===== config.mk =====
export PLATFORM = sky130hd
export DESIGN_NAME = dma_copy_64
export DESIGN_NICKNAME = d
export VERILOG_FILES = /design/src/rtl/dma_copy_64.sv
export SDC_FILE = /design/constraint.sdc
export NUM_CORES = 1
export LEC_CHECK = 0
export CORE_MARGIN = 3
export CORE_UTILIZATION = 46
export DETAILED_ROUTE_END_ITERATION = 16
export GPL_TIMING_DRIVEN = 0
export HOLD_SLACK_MARGIN = 0.08
export MAX_ROUTING_LAYER = met4
export PLACE_DENSITY_LB_ADDON = 0.1
export SYNTH_ARGS = -nofsm -noshare
export SYNTH_HDL_FRONTEND = slang
export SYNTH_SLANG_ARGS = --single-unit

===== constraint.sdc =====
create_clock -name clk_i -period 2.3 [get_ports clk_i]
set_input_delay 0.575 -clock clk_i [delete_from_list [all_inputs] [get_ports clk_i]]
set_output_delay 0.575 -clock clk_i [all_outputs]
set_load 0.01 [all_outputs]

===== src/rtl/dma_copy_64.sv =====
// dma_copy_64: word-by-word memory copy engine over a 64-word map.
// Each word is read in RD, then written in WR. Every word is checked against
// the region map, and an illegal source or destination aborts the copy.
// Ports:
//   clk_i        clock, rising edge
//   rst_i        synchronous active-high reset
//   start_i      copy request, sampled only in IDLE
//   src_i/dst_i  first source / destination word address
//   len_i        word count (0..63)
//   mem_rdata_i  memory read data, combinational from mem_addr_o
//   mem_addr_o   memory address
//   mem_wdata_o  memory write data
//   mem_rw_o     1 = write (level), 0 = read
//   busy_o       copy in progress (RD/WR)
//   done_o       one-cycle completion pulse
//   err_o        sticky abort flag for the last accepted copy
module dma_copy_64 #(
  parameter int unsigned DW = 16,
  parameter int unsigned AW = 6
) (
  input  logic          clk_i,
  input  logic          rst_i,
  input  logic          start_i,
  input  logic [AW-1:0] src_i,
  input  logic [AW-1:0] dst_i,
  input  logic [AW-1:0] len_i,
  input  logic [DW-1:0] mem_rdata_i,
  output logic [AW-1:0] mem_addr_o,
  output logic [DW-1:0] mem_wdata_o,
  output logic          mem_rw_o,
  output logic          busy_o,
  output logic          done_o,
  output logic          err_o
);

  localparam int unsigned RW = 3;  // region field width (top address bits)

  typedef enum logic [2:0] {
    IDLE = 3'd0,
    RD   = 3'd1,
    WR   = 3'd2,
    FIN  = 3'd3,
    ABT  = 3'd4
  } state_e;

  state_e        state_q, state_d;
  logic [AW-1:0] cur_src_q, cur_src_d;
  logic [AW-1:0] cur_dst_q, cur_dst_d;
  logic [AW-1:0] cnt_q, cnt_d;
  logic [DW-1:0] buf_q, buf_d;
  logic          err_q, err_d;
  logic [RW-1:0] src_rgn, dst_rgn;
  logic          legal;

  // ROM (000, 001) and RAM (010, 100) may be read; only RAM may be written.
  assign src_rgn = cur_src_q[AW-1 -: RW];
  assign dst_rgn = cur_dst_q[AW-1 -: RW];
  assign legal   = (src_rgn inside {3'b000, 3'b001, 3'b010, 3'b100}) &&
                   (dst_rgn inside {3'b010, 3'b100});

  // State and datapath registers.
  always_ff @(posedge clk_i) begin
    if (rst_i) begin
      state_q   <= IDLE;
      cur_src_q <= '0;
      cur_dst_q <= '0;
      cnt_q     <= '0;
      buf_q     <= '0;
      err_q     <= 1'b0;
    end else begin
      state_q   <= state_d;
      cur_src_q <= cur_src_d;
      cur_dst_q <= cur_dst_d;
      cnt_q     <= cnt_d;
      buf_q     <= buf_d;
      err_q     <= err_d;
    end
  end

  // Next-state and datapath update.
  always_comb begin
    state_d   = state_q;
    cur_src_d = cur_src_q;
    cur_dst_d = cur_dst_q;
    cnt_d     = cnt_q;
    buf_d     = buf_q;
    err_d     = err_q;
    unique case (state_q)
      IDLE: begin
        if (start_i) begin
          err_d = 1'b0;
          if (len_i != '0) begin
            cur_src_d = src_i;
            cur_dst_d = dst_i;
            cnt_d     = len_i;
            state_d   = RD;
          end else begin
            state_d = FIN;
          end
        end
      end
      RD: begin
        buf_d = mem_rdata_i;
        if (legal) begin
          state_d = WR;
        end else begin
          err_d   = 1'b1;
          state_d = ABT;
        end
      end
      WR: begin
        // Address increment wraps naturally at the top of the map.
        cur_src_d = cur_src_q + AW'(1);
        cur_dst_d = cur_dst_q + AW'(1);
        cnt_d     = cnt_q - AW'(1);
        state_d   = (cnt_q == AW'(1)) ? FIN : RD;
      end
      FIN:     state_d = IDLE;
      ABT:     state_d = IDLE;
      default: state_d = IDLE;
    endcase
  end

  // Outputs decoded from the registered state.
  always_comb begin
    busy_o      = (state_q == RD) || (state_q == WR);
    done_o      = (state_q == FIN) || (state_q == ABT);
    err_o       = err_q;
    mem_addr_o  = (state_q == WR) ? cur_dst_q : cur_src_q;
    mem_wdata_o = buf_q;
    // A reset landing on a WR cycle must not let the level-sensitive memory write.
    mem_rw_o    = (state_q == WR) && !rst_i;
  end

endmodule


; ---- Word level (Yosys, flattened, before mapping)
; Cells that the tools add are included.
[totals]
ff_bits = 38
[op_classes]
n_addsub = 3
n_eq_ne = 13
mux = 18
n_reduce_logical = 14
[ops]
columns = op, n
row1 = $mux 6, 7
row2 = $pmux 6 s2, 3
row3 = $add 6x1->6 const B, 2
row4 = $eq 3x2->1 const B, 4
row5 = $eq 3x3->1 const B, 3
row6 = $pmux 3 s3, 1
row7 = $eq 3x1->1 const B, 2
row8 = $eq 6x1->1 const B, 1
row9 = $logic_not 3->1, 2
row10 = $mux 3, 2
row11 = $ne 2x2->1 const B, 3
row12 = $reduce_and 3->1, 2
row13 = $reduce_bool 2->1, 3
row14 = $reduce_bool 6->1, 1
row15 = $sub 6x1->6 const B, 1
row16 = $mux 2, 2
row17 = $reduce_bool 4->1, 1
row18 = $logic_and 1x1->1, 2
row19 = $logic_or 1x1->1, 2
row20 = $mux 1, 2
row21 = $pmux 1 s2, 1
row22 = $logic_not 1->1, 1

; ---- Longest topological paths before layout
; Gate-level depths: netlist of the first run.
[depth]
word_depth = 5
mapped_depth = 7
depth_no_buf = 6

; ---- Worst setup path before layout of the first run
; OpenSTA, ideal clock, no wires.
[synth_timing]
path_kind = in2reg
from = input port len_i[4]
to = register cnt_q[2]
arrival_time_ps = 1824
t_required_ps = 2181
slack_ps = 357
stages = 5
path_buffers = 2
path_cell_list = or4_1 buf_6 o211a_1 buf_6 o221a_1
[synth_between]
elab_chain_cells = 3
[synth_rtl]
columns = item, line
row1 = from (decl), 26  ; input logic [AW-1:0] len_i,
row2 = $reduce_bool 6->1, 92  ; if (len_i != '0) begin
row3 = $ne 2x2->1 (no source line), n/a
row4 = $reduce_and 3->1 (no source line), n/a
row5 = to (signal assigned), 74  ; cnt_q <= cnt_d;
row6 = to (decl), 49  ; logic [AW-1:0] cnt_q, cnt_d;
; Every way passes these cells.
; A chain may end at the register's enable or synchronous reset.

; ---- Worst setup path after layout of the first run
[layout_timing]
from = register state_q[1]
to = output port mem_addr_o[2]
[layout_between]
elab_chain_cells = 2
[layout_rtl]
columns = item, line
row1 = from (decl), 46  ; state_e state_q, state_d;
row2 = from (signal assigned), 71  ; state_q <= state_d;
row3 = $eq 3x2->1, 129  ; mem_addr_o = (state_q == WR) ? cur_dst_q : cur_src_q;
row4 = $mux 6, 129
row5 = to (decl), 28  ; output logic [AW-1:0] mem_addr_o,
; Every way passes these cells.

==> results of run 1 <==
-- power groups by stage --
stage | combinational [mW] | sequential (mW) | clock [mW]
floorplan | 0.186 | 0.757 | 0
global placement | 0.345 | 0.758 | 0
detailed placement | 0.351 | 0.760 | 0
CTS | 0.346 | 0.747 | 0.457
global route | 0.381 | 0.756 | 0.490
finish | 0.345 | 0.749 | 0.449
-- worst max-delay path by stage --
| stage | start | endpoint | slack, ns | depth (start not counted) |
|---|---|---|---|---|
| floorplan | len_i[4] | cnt_q[2] | 0.36 | 5 |
| global route | state_q[1] | mem_addr_o[5] | -0.01 | 7 |
| finish | state_q[1] | mem_addr_o[2] | 0.06 | 7 |
| CTS | state_q[0] | mem_addr_o[3] | 0.004 | 7 |
| detailed placement | rst_i | mem_rw_o | -0.94 | 5 |
| global placement | rst_i | mem_rw_o | -0.96 | 5 |
-- cell usage in the layout (no fill, tap or decap), types with 5 or more instances in the layout --
| cell type | n |
|---|---|
| a21oi_1 | 29 |
| a222oi_1 | 5 |
| and2_1 | 6 |
| buf_4 | 5 |
| buf_6 | 5 |
| clkbuf_1 | 5 |
| clkbuf_8 | 7 |
| clkdlybuf4s50_1 | 53 |
| dfxtp_1 | 36 |
| dlygate4sd2_1 | 6 |
| nand2_1 | 58 |
| nand3_1 | 5 |
| nor2_1 | 13 |
| nor3_1 | 7 |
| o21ai_0 | 5 |
| xnor2_1 | 5 |
-- registers in the layout (all words and copies together), names as in the netlist --
signal,cells
cur_src_q,6
err_o,1
mem_wdata_o,16
state_q,3
cnt_q,6
cur_dst_q,6
-- stage by stage --
stage                     hold WS, ns  utilization, %
after floorplan                 0.452               -
after global placement          0.441            67.8
after detailed placement        0.449            67.8
after CTS                       0.458            71.1
after global routing            0.475            71.5
final                           0.456            71.5
-- final cells by class --
cell class                 count  area [um^2]  share of cell area [%]
sequential                    38          763                    27.7
multi-input combinational    185         1100                    39.9
inverter                       2         7.51                   0.273
timing repair buffer          67          646                    23.4
buffer                        12         96.3                    3.50
tap                           48         60.1                    2.18
clock buffer                   6         82.6                    3.00
-- kinds of logic (layout without fill, tap and decap cells) --
kind of cell / after synthesis / count (layout) / share of synthesized area, %
mux: 2 / 2 / 1.04
xor+xnor: 8 / 8 / 3.63
buf+inv: 18 / 87 / 4.41
compound gates: 62 / 62 / 22.4
fa+ha+maj: 5 / 5 / 3.11
simple gates: 108 / 108 / 26.1
flops: 38 / 38 / 39.4
-- metal layers --
metal | track usage [%] | vias to the layer above | wire [um]
li1 | - | 986 | -
met1 | 28.8 | 887 | 2350
met2 | 31.0 | 47 | 2350
met3 | 3.27 | 6 | 271
met4 | 7.10 | 0 | 65
met5 | - | - | 0
-- worst max-delay path, cell delays in order (launching register included) --
cell and delay (ns):
dfxtp_2 0.36, buf_6 0.14, nor3b_4 0.23, buf_4 0.15, clkbuf_8 0.13, nand2_1 0.05
nand2_1 0.06, dlygate4sd2_1 0.26
-- what timing repair did --
| item | in CTS | in global routing |
|---|---|---|
| pin swaps | 0 | 1 |
| gates resized for setup | 24 | 7 |
| endpoints found under the setup margin | 9 | 2 |
| setup buffers | 3 | 1 |
| gates cloned | 1 | 0 |
==> flow_summary.yaml, run 1 <==
worst_setup_path:
  start_kind: "register"
  cp_max_fo: 10
  rrSetupSlack_ns: 0.49
  r2r-start: "state_q[0]"
  crit_type: "reg2out"
  crit_required_ns: 1.73
  crit_path_end_kind: "output pin"
  rr_endpoint: "cur_src_q[2]"
  r2r_cells: 5
  cp.arrival_ns: 1.67
yosys:
  yosys.area.top_type_share_pct: 39.4
  yosysSeqAreaShare_pct: 39.4
  synthDistinctLibCells: 47
  syn_avg_cell_area_um2: 8.01
  synth-seq-cells: 38
  synth.net_count: 282
  synth_warnings: 0
  synth-async-reset-ratio_pct: 0
  synth.cell_area_um2: 1930
  synth_area_leaders: "dfxtp_1 39%, nand2_1 11%, a21oi_1 7.5%"
  syn_inst: 241
  netlist_top_cells_count: "59 x nand2_1, 38 x dfxtp_1, 29 x a21oi_1"
  synth-edff-count: 0
  synth_top_cell_by_area: "dfxtp_1"
  synth_ff_type: "dfxtp_1"
  synth.most_common_cell: "nand2_1"
timing:
  finalHoldViolCount: 0
  worst_slack_ns: 0.0553
  finalSetupViolCount: 0
  slew_headroom_pct: 54.0
  worst_pin_slew_ns: 0.688
  tns_ns: 0
  finalCritPeriodShare_pct: 97.6
  clock_skew_ns: 0.00395
  max_freq_ghz: 0.445
  maxSlewViolCount: 0
  fin_crit_ns: 2.24
clock_network:
  cts_buffers: 5
  h-tree-depth: 2
  clockBufferDepth: 2
  cts_tree: "done"
  holdBufCountCts: 0
  clock_latency_ns: 0.29
  cts-root-buf: "clkbuf_8"
  clock-sinks: 38
  clk_pin_slew_ns: 0.07
detailed_routing:
  avgViaCountPerCell: 5.38
  routed_wl_um: 5030
  wire_per_inst_um: 14.1
  antenna_left: 0
  dr.pass1.iters: 4
  vias: 1926
  drt_iter0_drc: 169
  drc_errors: 0
finish:
  final_area_um2: 2750
  fin_cells: 358
  layout-drive-gt1-share_pct: 11.3
  nets: 352
  num-fill-cells: 356
  num_antenna_cells: 0
  area_growth_pct: 42.6
global_route:
  grt_pass1_vias: 1721
  grt_overflow_total: 0
  track_usage_pct: 20.8
  grt_max_degree: 20
  antenna_found_initial: 0
  grt_pass1_wl_um: 8190
die:
  num_io_pins: 63
  placeableCoreArea_um2: 3850
  die_y_um: 70.8
  start_util_pct: 50.1
  fp.dieW_um: 70.8
  die_area_um2: 5010
  rows: 22
min_path:
  hold_start: "mem_wdata_o[11]"
  whs_endpoint: "mem_wdata_o[11]"
  hold_path_class: "reg2reg"
  hold-path-cell-count: 2
placement:
  placed_cells: 351
  pre_cts_ws_ns: -0.945
  post_dp_cell_area_um2: 2610
  portBuffers: 62
  gp_congestion: 0.851
  place_hpwl_um: 3790
power_and_ir_drop:
  p_leak_nw: 1.07
  power_density_nw_per_um2: 561
  internal-power_mw: 1.12
  combPwrFrac_pct: 22.4
  seqPwrFrac_pct: 48.5
  finalPower_mw: 1.54
  clkPwrFrac_pct: 29.1
  ir_drop_mv: 0.541
  switching_power_mw: 0.422
  power_switching_share_pct: 27.4
flow_run:
  cap_viol_max_count: 0
status:
  outcome: "finished clean"
No activity file was read; power rests on OpenSTA's default activity.
==> run 2, diff against run 1 <==
Settings changed: CAP_MARGIN set to 10.
==> results of run 2 <==
Final layout, timing and power as in run 1 (identical DEF).
==> run 3, diff against run 2 <==
Settings changed: GPL_TIMING_DRIVEN 0 to not set.
==> run 3 against run 2 <==
Net effect: via count is 2.6% higher; critical path type unchanged; utilization is 0.88 points higher; die area unchanged; first-iteration DRC count decreased by 20%; clock power decreased by 4%; hold slack got worse by 0.0033 ns; register-to-register slack better by 0.07 ns; global-route usage rose by 0.29 points; design area up 1.2%; worst setup slack gained 0.028 ns.
==> flow_summary.yaml, run 3 (synthesized netlist as in run 1, its figures left out) <==
status:
  outcome: "finished clean"
worst_setup_path:
  rrSetupSlack_ns: 0.56
  cp_max_fo: 11
  start_kind: "register"
  crit_required_ns: 1.73
  cp.arrival_ns: 1.64
  crit_type: "reg2out"
  crit_path_end_kind: "output pin"
finish:
  nets: 357
  final_area_um2: 2790
  layout-drive-gt1-share_pct: 13.0
  mostFrequentLayoutCell: "nand2_1"
  final_util_pct: 72.3
  num_antenna_cells: 0
  largest_register_ffs: 16
  area_growth_pct: 44.4
  final_cell_mix: "59 x nand2_1, 54 x clkdlybuf4s50_1, 38 x dfxtp_1"
clock_network:
  holdBufCountCts: 0
  cts_tree: "done"
  clk_pin_slew_ns: 0.07
  clock-sinks: 38
  cts_buffers: 5
  cts-root-buf: "clkbuf_8"
  clock_latency_ns: 0.29
  clockBufferDepth: 2
  h-tree-depth: 2
placement:
  post_dp_cell_area_um2: 2670
  gp_congestion: 0.847
  portBuffers: 62
  place_hpwl_um: 3620
  pre_cts_ws_ns: -0.184
global_route:
  grt_overflow_total: 0
  grt_pass1_vias: 1852
  met3_usage_pct: 5.97
  use_met2_pct: 32.9
  grt_pass1_wl_um: 8310
  use_met1_pct: 26.4
  grt_max_degree: 41
  antenna_found_initial: 0
  busiest_layer: "met2"
  track_usage_pct: 21.1
detailed_routing:
  avgViaCountPerCell: 5.43
  dr.pass1.iters: 5
  drt_iter0_drc: 136
  vias: 1977
  wire_per_inst_um: 14.1
  routed_wl_um: 5120
  antenna_left: 0
  drc_errors: 0
power_and_ir_drop:
  finalPower_mw: 1.53
  ir_drop_mv: 0.360
  power_density_nw_per_um2: 549
  p_leak_nw: 1.11
timing:
  clock_skew_ns: 0.00306
  maxSlewViolCount: 0
  finalHoldViolCount: 0
  finalSetupViolCount: 0
  fin_crit_ns: 2.22
  slew_headroom_pct: 62.1
  finalCritPeriodShare_pct: 96.4
  worst_slack_ns: 0.0834
  worst_pin_slew_ns: 0.569
  max_freq_ghz: 0.451
die:
  num_io_pins: 63
  start_util_pct: 50.1
  die_area_um2: 5010
  fp.dieW_um: 70.8
  placeableCoreArea_um2: 3850
  rows: 22
  die_y_um: 70.8
flow_run:
  cap_viol_max_count: 0
min_path:
  hold_path_class: "reg2reg"
## run 3: metal layers
layer,part of all wire (%),up-vias
met5,0,-
met4,1.2,0
met3,6.8,6
met2,47,61
met1,45,915
li1,-,995
## run 3: final timing paths
check                 start        endpoint  cells after the start
min          mem_wdata_o[1]  mem_wdata_o[1]                      2
max reg2reg      state_q[1]        cnt_q[2]                      4
max              state_q[0]   mem_addr_o[3]                      7
min reg2reg  mem_wdata_o[1]  mem_wdata_o[1]                      2
## run 3: layout make-up
| type | count | area (um^2) |
|---|---|---|
| clock buffer | 7 | 76.3 |
| multi-input combinational | 185 | 1100 |
| timing repair buffer | 84 | 785 |
| sequential | 38 | 761 |
| tap | 48 | 60.1 |
| fill | 316 | 1070 |
| inverter | 2 | 7.51 |
## run 3: report_power, final
part | internal (mW) | switching [mW]
logic | 0.196 | 0.159
clock network | 0.209 | 0.221
registers | 0.703 | 0.0437
total | 1.11 | 0.424
## run 3: repair_timing
item | in CTS | in global routing
pin swaps | 1 | 0
endpoints found under the setup margin | 8 | 3
resized for setup | 10 | 3
buffers inserted | 5 | 0
## run 3: worst max-delay path, cell delays in order, from the launching register on
cell	delay, ns
dfxtp_1	0.32
buf_4	0.18
nor3b_4	0.19
buf_6	0.14
buf_4	0.13
nand2_1	0.06
nand2_1	0.07
dlygate4sd2_1	0.27
## run 3: metrics by stage
| step | setup TNS [ns] | hold slack [ns] | std cells |
|---|---|---|---|
| 4_1_cts | 0 | 0.456 | 364 |
| 3_5_place_dp | -1.59 | 0.446 | 352 |
| 6_report | 0 | 0.453 | 364 |
| 2_1_floorplan | 0 | 0.452 | 241 |
| 5_1_grt | -0.0130 | 0.477 | 364 |
| 3_3_place_gp | -1.04 | 0.442 | 352 |
